<file path="src/rtl/mem_port_arbiter.sv">
// mem_port_arbiter: shares one single-port synchronous RAM between the
// instruction-fetch requester and the data (mem-stage) requester.
// Data has fixed priority; read data returns one cycle after the grant and
// is steered to whichever requester owned that read.
// Optional build macro ARB_STARVE_GUARD_EN: after STARVE_LIMIT consecutive
// data grants while fetch is waiting, fetch wins one cycle.

`ifndef ADDR_WIDTH
`define ADDR_WIDTH 32
`endif
`ifndef DATA_WIDTH
`define DATA_WIDTH 32
`endif

module mem_port_arbiter #(
  parameter int ADDR_W       = `ADDR_WIDTH,
  parameter int DATA_W       = `DATA_WIDTH,
  parameter int STARVE_LIMIT = 4
) (
  input  logic              clk_i,
  input  logic              rst_i,
  // data requester (mem stage)
  input  logic              d_req_i,
  input  logic              d_we_i,
  input  logic [ADDR_W-1:0] d_addr_i,
  input  logic [DATA_W-1:0] d_wdata_i,
  input  logic [3:0]        d_sel_i,
  output logic              d_gnt_o,
  output logic              d_rvalid_o,
  output logic [DATA_W-1:0] d_rdata_o,
  // fetch requester (pc_reg / if stage)
  input  logic              i_req_i,
  input  logic [ADDR_W-1:0] i_addr_i,
  output logic              i_gnt_o,
  output logic              i_rvalid_o,
  output logic [DATA_W-1:0] i_rdata_o,
  output logic              if_stall_o,
  // RAM port
  output logic              ram_ce_o,
  output logic              ram_we_o,
  output logic [ADDR_W-1:0] ram_addr_o,
  output logic [DATA_W-1:0] ram_wdata_o,
  output logic [3:0]        ram_sel_o,
  input  logic [DATA_W-1:0] ram_rdata_i
);

  // Owner of the read whose data arrives on ram_rdata_i this cycle.
  localparam logic [1:0] ST_NONE    = 2'd0;
  localparam logic [1:0] ST_DATA_RD = 2'd1;
  localparam logic [1:0] ST_INST_RD = 2'd2;

  // The starve counter is 3 bits wide, so the limit must fit in it.
  if (STARVE_LIMIT < 1 || STARVE_LIMIT > 7) begin : g_bad_limit
    $error("mem_port_arbiter: STARVE_LIMIT must be in 1..7");
  end

  logic [1:0] state_q, state_d;
  logic       d_gnt, i_gnt, fetch_force;

`ifdef ARB_STARVE_GUARD_EN
  logic [2:0] starve_q, starve_d;

  assign fetch_force = d_req_i & i_req_i & (starve_q == 3'(STARVE_LIMIT));

  // Count data grants that made a waiting fetch lose; saturate at 7.
  always_comb begin
    starve_d = starve_q;
    if (!i_req_i || i_gnt)
      starve_d = 3'd0;
    else if (d_gnt && starve_q != 3'd7)
      starve_d = starve_q + 3'd1;
  end

  // Starve counter register.
  always_ff @(posedge clk_i) begin
    if (rst_i) starve_q <= 3'd0;
    else       starve_q <= starve_d;
  end
`else
  assign fetch_force = 1'b0;
`endif

  // Grants are masked during reset so nothing reaches the RAM or the owner FSM.
  always_comb begin
    d_gnt = ~rst_i & d_req_i & ~fetch_force;
    i_gnt = ~rst_i & i_req_i & ~d_gnt;
  end

  // Next owner: only granted reads produce a return next cycle.
  always_comb begin
    state_d = ST_NONE;
    if (d_gnt && !d_we_i) state_d = ST_DATA_RD;
    else if (i_gnt)       state_d = ST_INST_RD;
  end

  // Owner register.
  always_ff @(posedge clk_i) begin
    if (rst_i) state_q <= ST_NONE;
    else       state_q <= state_d;
  end

  // Drive the RAM bus from the winner, steer read data to the owner.
  always_comb begin
    d_gnt_o     = d_gnt;
    i_gnt_o     = i_gnt;
    if_stall_o  = ~rst_i & i_req_i & ~i_gnt;
    ram_ce_o    = 1'b0;
    ram_we_o    = 1'b0;
    ram_addr_o  = '0;
    ram_wdata_o = '0;
    ram_sel_o   = 4'h0;
    if (d_gnt) begin
      ram_ce_o    = 1'b1;
      ram_we_o    = d_we_i;
      ram_addr_o  = d_addr_i;
      ram_wdata_o = d_wdata_i;
      ram_sel_o   = d_sel_i;
    end else if (i_gnt) begin
      ram_ce_o    = 1'b1;
      ram_addr_o  = i_addr_i;
      ram_sel_o   = 4'hF;
    end
    // A read outstanding when reset arrives is dropped, not returned.
    d_rvalid_o = ~rst_i & (state_q == ST_DATA_RD);
    i_rvalid_o = ~rst_i & (state_q == ST_INST_RD);
    d_rdata_o  = d_rvalid_o ? ram_rdata_i : '0;
    i_rdata_o  = i_rvalid_o ? ram_rdata_i : '0;
  end

endmodule

</file>
<file path="config.mk">
export PLATFORM = sky130hd
export DESIGN_NAME = mem_port_arbiter
export DESIGN_NICKNAME = d
export VERILOG_FILES = /design/src/rtl/mem_port_arbiter.sv
export SDC_FILE = /design/constraint.sdc
export NUM_CORES = 1
export LEC_CHECK = 0
export ABC_AREA = 0
export CORE_AREA = 2 2 107 109
export CTS_CLUSTER_SIZE = 8
export DETAILED_ROUTE_END_ITERATION = 6
export DIE_AREA = 0 0 109 111
export HOLD_SLACK_MARGIN = 0.12
export PLACE_DENSITY = 0.63
export SETUP_SLACK_MARGIN = 0.05
export SLEW_MARGIN = 20
export SYNTH_ARGS = -nofsm -noshare
export SYNTH_HDL_FRONTEND = slang
export SYNTH_SLANG_ARGS = --single-unit
</file>
<file path="constraint.sdc">
create_clock -name clk_i -period 0.9 [get_ports clk_i]
set_input_delay 0.135 -clock clk_i [delete_from_list [all_inputs] [get_ports clk_i]]
set_output_delay 0.135 -clock clk_i [all_outputs]
set_load 0.005 [all_outputs]
</file>
# Word level (Yosys, flattened, before mapping)
# Cells that the tools add are included.
[totals]
word_cells = 28
out_inout_bits = 139
register_bits = 2
input_bits = 137
[op_classes]
eq_ne = 2
mux = 12
n_reduce_logical = 3
bitwise_logic = 9
[op_table]
columns = ["op", "n"]
rows = [
  ["$mux 32", 5],
  ["$mux 4", 2],
  ["$and 1x1->1", 6],
  ["$mux 1", 4],
  ["$not 1->1", 3],
  ["$eq 2x1->1 const B", 1],
  ["$eq 2x2->1 const B", 1],
  ["$mux 2", 1],
  ["$reduce_or 2->1", 1],
  ["$logic_and 1x1->1", 1],
  ["$logic_not 1->1", 1],
]

# Depth between registers and ports, before layout
# Gate-level depths: netlist (run 1).
[logic_depth]
ltp_word = 6
depth_mapped = 4
depth_no_buf = 2

# Worst setup path before layout (run 1)
# No wires, ideal clock.
[synth_path]
path_kind = "input-to-output"
from = "input port rst_i"
to = "output port ram_addr_o[0]"
setup_slack_ns = -0.125
path_buffers = 2
t_required_ns = 0.765
arrival_time_ns = 0.890
stages = 4
cell_sequence = "buf_6 nor2_1 buf_6 a32o_1"
[synth_via]
elab_chain_cells = 6
word_cells_on_any_way = 7
classes_between = "mux: 2; bitwise: 5"
[synth_rtl]
columns = ["element", "line_no", "text"]
rows = [
  ["start, declared", "21", "input logic rst_i,"],
  ["$not 1->1 (*)", "85, 86", ""],
  ["$and 1x1->1", "85", "d_gnt = ~rst_i & d_req_i & ~fetch_force;"],
  ["$not 1->1", "86", "i_gnt = ~rst_i & i_req_i & ~d_gnt;"],
  ["$and 1x1->1", "86", ""],
  ["$mux 32", "118", "end else if (i_gnt) begin"],
  ["$mux 32 (*)", "112", "if (d_gnt) begin"],
  ["end, declared", "41", "output logic [ADDR_W-1:0] ram_addr_o,"],
]
# Mark *: on every way between the ends. The rest lies on a longest branch, timed or not.

# Final worst setup path (run 1)
[layout_path]
from = "register state_q[0]"
to = "output port i_rdata_o[18]"
[layout_via]
elab_chain_cells = 3
[layout_rtl]
columns = ["element", "line_no", "text"]
rows = [
  ["start, declared", "57", "logic [1:0] state_q, state_d;"],
  ["start signal, assigned", "99", "else state_q <= state_d;"],
  ["$eq 2x2->1", "125", "i_rvalid_o = ~rst_i & (state_q == ST_INST_RD);"],
  ["$and 1x1->1", "125", ""],
  ["$mux 32", "127", "i_rdata_o = i_rvalid_o ? ram_rdata_i : '0;"],
  ["end, declared", "36", "output logic [DATA_W-1:0] i_rdata_o,"],
]
# No other way between the ends.

==> impl_metrics.csv, run 1 <==
group,metric,value,unit
outcome,status,"finished with violations",
outcome,violations,"setup timing",
cts,clock_path_buffers,2,
hold_path,min_path_type,"in2reg",
place,portBuffers,275,
run,timing.max_cap.violations,0,
sta,tns,-61.39,ns
floorplanning,die_area,12100,um^2
cells_and_area,largest_register_ff_count,2,
yosys,synth_mux_area_frac,0,
yosys,synth_compound_area_frac,0.2813,
cells_and_area,final_cells,637,
cells_and_area,syn_to_final_growth,330.3,%
yosys,syn_inst,171,
sta,maxClockFrequency,612.1,MHz
setup_path,cp_max_fo,8,
yosys,ys_types,14,
power_and_ir_drop,ir_drop,0.4228,mV
routing,drc,0,
cts,cts_tree,"built",
yosys,ys.flop_type,"dfxtp_1",
yosys,synthArstFlopShare,0,
sta,slew_headroom,0.8699,
cells_and_area,top_regs,"state_q: 2 flops",
floorplanning,row_count,39,
hold_path,hp-start,"rst_i",
sta,final.period_utilization,1.815,
yosys,synthTopCellsByArea,"and2_1, a32o_1, buf_6",
yosys,synth_top_family_by_area,"simple AND/OR/NAND/NOR gates",
yosys,syn_nets,308,
yosys,ys_seq_area_frac,0.03309,
place,post-place-cells,583,
yosys,yosysWarnings,0,
sta,hold_viol,0,
routing,wl,10680,um
yosys,synth_xor_area_frac,0,
sta,hold_slack,0.1943,ns
cells_and_area,top_register,"state_q",
yosys,synthAdderAreaFrac,0,
sta,fin_ws,-0.7337,ns
yosys,syn_area,1210,um^2
sta,rsz0062_at_grt,"true",
sta,min_period,1.634,ns
cells_and_area,final_util,0.4700,
floorplanning,core,11080,um^2
floorplanning,die_x,109,um
yosys,yosys_register_bits,2,
cells_and_area,diodes,0,
global_route,grt_start_max_net_pins,17,
yosys,yosys.area_share.simple,0.5719,
routing,vias,2628,
cts,cts_buffers,3,
setup_path,arrival,1.50,ns
setup_path,cp-end-kind,"output pin",
sta,finalSetupViolCount,136,
yosys,avgSynthCellArea,7.075,um^2
routing,drt_iter0_markers,79,
setup_path,worstPathRequired,0.76,ns
routing,ant_nets,0,
sta,drv_slew,0,
sta,tightest_slew,0.1949,ns
cts,clk_pin_slew,0.03,ns
yosys,synth-edff-count,0,
cells_and_area,layout.nets,633,
floorplanning,die_y,111,um
cts,cts-htree-levels,1,
routing,wl_per_cell,16.76,um
power_and_ir_drop,power,2.619,mW
floorplanning,initial_utilization,0.1092,
setup_path,path_class,"reg2out",
floorplanning,io_pins,276,
power_and_ir_drop,p_leak,2.426,nW
power_and_ir_drop,p_per_area,503.0,nW/um^2
routing,dr.pass1.iters,4,
place,place_congestion,0.9178,
cts,root_buffer,"clkbuf_16",
global_route,grt_pass1_vias,2759,
yosys,yosysTopAreaCell,"and2_1",
cells_and_area,mostFrequentLayoutCells,"buf_6, clkdlybuf4s50_1, and2_4",
global_route,grt_pass1_wl,15300,um
cells_and_area,drive_above_1_share,0.6316,
global_route,overflow,0,
setup_path,worstSetupStartpoint,"state_q[0]",
cts,clock_sinks,2,
global_route,grtUsageTotal,0.1648,
place,hpwl,6758,um
routing,vias_per_cell,4.126,
yosys,synth_top_area_share,0.5067,
setup_path,cp-start-kind,"flop",
global_route,antenna_found_initial,0,
## repair_timing
action | in CTS | in global routing
hold buffers | 0 | 0
endpoints found under the setup margin | 141 | 139
hold endpoints to repair | 0 | 0
setup buffers | 41 | 9
gates resized for setup | 754 | 81
gates cloned | 15 | 1
pin swaps | 90 | 21
## worst paths after layout
path,end,slack (ns),cells after the start
setup / recovery,i_rdata_o[18],-0.73,8
hold / removal,state_q[1],0.19,3
## Yosys cell counts, types with 2 or more instances
library cell	count
dfxtp_1	2
a32o_1	32
buf_2	8
nor2_1	5
nand2_1	4
nor3b_2	2
clkbuf_1	6
and2_1	98
a21oi_1	4
buf_6	6
## worst max-delay path: stages, from the launching register on
cell	delay (ns)
dfxtp_2	0.32
buf_6	0.11
nor3b_4	0.16
buf_6	0.12
buf_6	0.09
buf_6	0.12
buf_16	0.13
and2_4	0.14
buf_6	0.08
## power breakdown
group | internal (mW) | leakage [nW] | switching, mW
registers | 0.0938 | 0.0172 | 0.00376
clock network | 0.566 | 0.0370 | 0.108
logic | 1.29 | 2.37 | 0.557
## routing by layer
| metal | track usage | up-vias | wire (um) |
|---|---|---|---|
| li1 | - | 1254 | - |
| met1 | 0.1740 | 1195 | 3734 |
| met2 | 0.3143 | 167 | 5733 |
| met3 | 0.03586 | 12 | 997 |
| met4 | 0.05299 | 0 | 208 |
| met5 | 0 | - | 0 |
## stage by stage
stage               area [um^2]  setup slack, ns
floorplan                  1251          -0.1047
global placement           4203           -1.055
detailed placement         4203           -1.091
CTS                        5030          -0.7419
global route               5206          -0.7854
finish                     5206          -0.7337
## cells by family after synthesis
kind of cell | Yosys count
AOI/OAI and AO/OA | 36
DFF | 2
buffers and inverters | 21
and+or+nand+nor | 112
## layout make-up
type | count | area [um^2]
Sequential cell | 2 | 42.54
Tap cell | 143 | 178.9
Timing Repair Buffer | 341 | 3607
Fill cell | 1072 | 5871
Clock buffer | 3 | 75.07
Multi-Input combinational cell | 148 | 1303
No activity file was read; power rests on OpenSTA's default activity.
==> run 2, diff against run 1 <==
- HOLD_SLACK_MARGIN: 0.12 -> 0.15
==> results of run 2 <==
No change in the layout: final DEF, timing and power equal those of run 1.
